[src/rtl/norm_phase_seq.sv]
// norm_phase_seq: round-robin green sequencer for the 4-approach intersection in NORMAL mode.
// Demand-skipping green phases separated by all-red clearance, gated by operate and timer enables.
`default_nettype none

module norm_phase_seq #(
  parameter int GREEN_CYCLES = 8,
  parameter int CLEAR_CYCLES = 2,
  parameter int CNT_W        = 8
) (
  input  logic       clk,
  input  logic       rst,
  input  logic       en,
  input  logic       cnt_en,
  input  logic       demand_0,
  input  logic       demand_1,
  input  logic       demand_2,
  input  logic       demand_3,
  output logic       allow_0_norm,
  output logic       allow_1_norm,
  output logic       allow_2_norm,
  output logic       allow_3_norm,
  output logic [1:0] phase,
  output logic       phase_done
);

  typedef enum logic [1:0] {
    IDLE  = 2'd0,
    GREEN = 2'd1,
    CLEAR = 2'd2
  } state_t;

  localparam logic [CNT_W-1:0] GREEN_LAST = CNT_W'(GREEN_CYCLES - 1);
  localparam logic [CNT_W-1:0] CLEAR_LAST = CNT_W'(CLEAR_CYCLES - 1);

  state_t           state;
  state_t           state_nxt;
  logic [1:0]       phase_nxt;
  logic [CNT_W-1:0] cnt;
  logic [CNT_W-1:0] cnt_nxt;
  logic             done_nxt;

  logic [3:0]       demand;
  logic             other_demand;
  logic [1:0]       pick;
  logic [1:0]       cand;
  logic             found;

  assign demand       = {demand_3, demand_2, demand_1, demand_0};
  assign other_demand = |(demand & ~(4'b0001 << phase));

  // Search the other approaches in rotation order starting just after the current one.
  always_comb begin
    pick  = phase;
    cand  = phase;
    found = 1'b0;
    for (int k = 1; k < 4; k++) begin
      cand = phase + 2'(k);
      if (!found && demand[cand]) begin
        pick  = cand;
        found = 1'b1;
      end
    end
  end

  always_comb begin
    state_nxt = state;
    phase_nxt = phase;
    cnt_nxt   = cnt;
    done_nxt  = 1'b0;
    if (!en) begin
      // Losing the operate enable beats any timer expiry in the same cycle.
      state_nxt = IDLE;
      cnt_nxt   = '0;
    end else begin
      case (state)
        IDLE: begin
          state_nxt = GREEN;
          cnt_nxt   = '0;
        end
        GREEN: begin
          if (cnt_en) begin
            if (cnt == GREEN_LAST) begin
              cnt_nxt = '0;
              if (other_demand) begin
                state_nxt = CLEAR;
                done_nxt  = 1'b1;
              end
            end else begin
              cnt_nxt = cnt + 1'b1;
            end
          end
        end
        CLEAR: begin
          if (cnt_en) begin
            if (cnt == CLEAR_LAST) begin
              state_nxt = GREEN;
              cnt_nxt   = '0;
              phase_nxt = pick;
            end else begin
              cnt_nxt = cnt + 1'b1;
            end
          end
        end
        default: begin
          state_nxt = IDLE;
          cnt_nxt   = '0;
        end
      endcase
    end
  end

  always_ff @(posedge clk) begin
    if (rst) begin
      state      <= IDLE;
      phase      <= 2'd0;
      cnt        <= '0;
      phase_done <= 1'b0;
    end else begin
      state      <= state_nxt;
      phase      <= phase_nxt;
      cnt        <= cnt_nxt;
      phase_done <= done_nxt;
    end
  end

  assign allow_0_norm = (state == GREEN) && (phase == 2'd0);
  assign allow_1_norm = (state == GREEN) && (phase == 2'd1);
  assign allow_2_norm = (state == GREEN) && (phase == 2'd2);
  assign allow_3_norm = (state == GREEN) && (phase == 2'd3);

endmodule

`default_nettype wire

[config.mk]
export PLATFORM = sky130hd
export DESIGN_NAME = norm_phase_seq
export DESIGN_NICKNAME = d
export VERILOG_FILES = /design/src/rtl/norm_phase_seq.sv
export SDC_FILE = /design/constraint.sdc
export NUM_CORES = 1
export LEC_CHECK = 0
export BUFFER_PORTS_ARGS = -buffer_cell sky130_fd_sc_hd__buf_4
export CORE_MARGIN = 2
export CORE_UTILIZATION = 55
export CTS_CLUSTER_SIZE = 25
export DETAILED_ROUTE_END_ITERATION = 8
export HOLD_SLACK_MARGIN = 0.02
export PLACE_DENSITY_LB_ADDON = 0.2
export SYNTH_ARGS = -nofsm -noshare
export SYNTH_HDL_FRONTEND = slang
export SYNTH_SLANG_ARGS = --single-unit
[constraint.sdc]
create_clock -name clk -period 2.55 [get_ports clk]
set_clock_uncertainty 0.15 [all_clocks]
set_input_delay 0.1275 -clock clk [delete_from_list [all_inputs] [get_ports clk]]
set_output_delay 0.1275 -clock clk [all_outputs]
set_load 0.01 [all_outputs]
==> flow_summary.yaml <==
clock_tree:
  cts-htree-levels: 1
  clk_pin_slew_worst_paths_ns: 0.08
  clock_tree.root_cell: "sky130_fd_sc_hd__clkbuf_4"
  tritoncts.num_buffers: 3
  clkLatencyLatePin_ns: 0.28
  post-cts-setup-buffers: 0
  numClockSinks: 13
  ctsLongestPathBuffers: 2
  cts_tree: "yes"
synth:
  yosys_most_used_dff: "sky130_fd_sc_hd__dfxtp_1"
  synth_area_leader_cell: "sky130_fd_sc_hd__dfxtp_1"
  synth_area_um2: 986
  syn-instance-count: 116
  synthTopCellsByArea: "sky130_fd_sc_hd__dfxtp_1 (26%), sky130_fd_sc_hd__ha_1 (13%), sky130_fd_sc_hd__mux4_2 (6.9%)"
  yosysWarnings: 0
  synth.net_count: 134
  number_of_enable_type_register_cells_in_the_synthesized_netlist: 0
  avgSynthCellArea_um2: 8.50
  synth-seq-area-share_pct: 26.4
  synth_seq_cells: 13
  yosysUniqueCellTypes: 40
  async_flop_share_pct: 0
  most_instantiated_cells_after_synthesis: "sky130_fd_sc_hd__dfxtp_1 (13), sky130_fd_sc_hd__nand3_1 (11), sky130_fd_sc_hd__nor2_1 (11)"
  yosysMostFrequentCell: "sky130_fd_sc_hd__dfxtp_1"
  synthDominantCellAreaShare_pct: 26.4
power:
  proportion_of_total_power_due_to_net_switching_pct: 27.4
  sequentialPowerShare_pct: 50.4
  clockPowerShare_pct: 32.2
  power.density_cell_area_nw_per_um2: 359
  combinationalPowerShare_pct: 17.4
  p_total_uw: 412
  power.ir.vdd_worst_uv: 258
  leakage_uw: 0.000448
  power_switching_uw: 113
  internal-power_uw: 299
global_routing:
  maximum_number_of_pins_on_one_net_before_global_route_repair: 13
  number_of_global_route_vias_before_repair: 817
  track_usage_pct: 22.8
  grt_pass1_wl_um: 3520
  grt-ovfl-total: 0
  antenna_found_initial: 0
job:
  timing.max_cap.violations: 0
timing:
  final_hold_fails: 0
  post-route-period-util_pct: 92.5
  rsz_0062_raised_after_global_routing: "no"
  period_minus_slack_ns: 2.36
  fmax_mhz: 424
  max_slew.worst_pin.slew_ns: 0.555
  timing.max_slew.rel_slack_pct: 62.7
  timing.final.max_slew_violations: 0
  final.setup.worst_slack_ns: 0.191
  setup_tns_ns: 0
  setup-violations-final: 0
worst_setup_path:
  startpoint_type: "register"
  crit_fanout: 7
  cp_data_arrival_time_ns: 2.41
  critPathRequiredTime_ns: 2.60
  worst_setup_end_kind: "register"
  worstSetupPathType: "register to register"
run_status:
  status: "finished clean"
placement:
  buffer_ports.inserted: 14
  placement.setup.worst_slack_ns: 0.213
  post-place-cells: 152
  place_congestion: 0.802
  place_hpwl_um: 1570
routing:
  post_route_drc_violation_count: 0
  ant_nets: 0
  via_count: 887
  drt-pass1-iter-count: 5
  post_drt_wl_per_cell_um: 13.0
  viasPerCell: 5.65
  drt_iter0_drc: 24
  postRouteWirelength_um: 2040
floorplanning:
  fp.dieW_um: 46.3
  rows: 15
  die_area_um2: 2150
  die_y_um: 46.3
  core_area_um2: 1710
  num_io_pins: 15
  initial_utilization_pct: 57.7
finish:
  nNetsFinal: 151
  insertedDiodeCount: 0
  areaGrowthSynthToFinish_pct: 16.6
  layoutNonFillerInstCount: 157
  filler_cell_count: 145
  drive_above_1_share_pct: 20.5
min_path:
  path_class_of_the_lowest_slack_min_delay_path: "input pin to register"
-- metrics by stage --
stage / hold slack, ns / util (%) / instance area, um2
floorplan: 0.0466 / - / 986
global placement: 0.155 / 65.2 / 1110
detailed placement: 0.159 / 65.2 / 1110
CTS: 0.0257 / 67.3 / 1150
global route: 0.0399 / 67.3 / 1150
finish: 0.0438 / 67.3 / 1150
-- registers in the layout (all words and copies together) (netlist names) --
| register | count |
|---|---|
| cnt | 8 |
| phase | 2 |
| phase_done | 1 |
| state | 2 |
-- layout make-up --
class                           count  area, um2  share of cell area (%)
Timing Repair Buffer               16        123                    10.7
Inverter                            9       33.8                    2.94
Multi-Input combinational cell     90        676                    58.8
Sequential cell                    13        260                    22.6
Clock buffer                        4       26.3                    2.29
Tap cell                           25       31.3                    2.72
-- final timing paths --
path | slack, ns | startpoint | cells after the start | endpoint
worst max-delay path | 0.19 | phase[1] | 6 | phase[1]
worst min register to register | 0.36 | state[0] | 2 | state[0]
worst max register to register | 0.19 | phase[1] | 6 | phase[1]
worst min-delay path | 0.04 | cnt_en | 3 | phase_done
-- metal layers --
metal / GRT usage, % / vias to the layer above / routed length (um)
li1: - / 446 / -
met1: 29.7 / 422 / 953
met2: 35.3 / 19 / 1010
met3: 6.67 / 0 / 72
met4: 8.57 / 0 / 0
met5: 0 / - / 0
-- power groups by stage --
| stage | Combinational, uW | Clock (uW) | Sequential, uW |
|---|---|---|---|
| after floorplan | 47.5 | 0 | 212 |
| after global placement | 68.9 | 0 | 212 |
| after detailed placement | 70.3 | 0 | 213 |
| after CTS | 71.5 | 136 | 208 |
| after global routing | 80.9 | 149 | 208 |
| final | 71.9 | 133 | 208 |
-- placed cells by master, fill, tap and decap left out, drive strengths merged, types with 2 or more instances in the layout --
cell     count
nor2b        2
nor4         2
mux4         3
nor2        11
a31oi        2
nand3       11
nor3         2
dfxtp       13
nand2b       6
a21oi        4
nand2        9
inv          9
ha          10
xor2         2
and2         4
o2111ai      2
buf         15
clkbuf       4
-- logic make-up after synthesis --
| family | count (synthesis) | share of synthesized area [%] |
|---|---|---|
| XOR/XNOR | 3 | 2.67 |
| AO/OA/AOI/OAI | 20 | 17.0 |
| multiplexers | 4 | 7.87 |
| adder cells (fa/ha/maj) | 10 | 12.7 |
| flip-flops | 13 | 26.4 |
| AND/OR/NAND/NOR | 53 | 28.3 |
| buffers and inverters | 13 | 5.08 |
-- worst max-delay path, stage by stage, from the launching register on --
cell and delay [ns]:
sky130_fd_sc_hd__dfxtp_1 0.46, sky130_fd_sc_hd__inv_1 0.09, sky130_fd_sc_hd__ha_1 0.34, sky130_fd_sc_hd__mux4_2 0.34, sky130_fd_sc_hd__or4b_1 0.53, sky130_fd_sc_hd__o21a_1 0.12
sky130_fd_sc_hd__a311oi_1 0.24
-- repair_timing --
| item | CTS | global route |
|---|---|---|
| hold endpoints to repair | 2 | 0 |
| resized for setup | 0 | 0 |
| hold buffers | 1 | 0 |
Note: power is estimated with default switching activity, not from simulation.
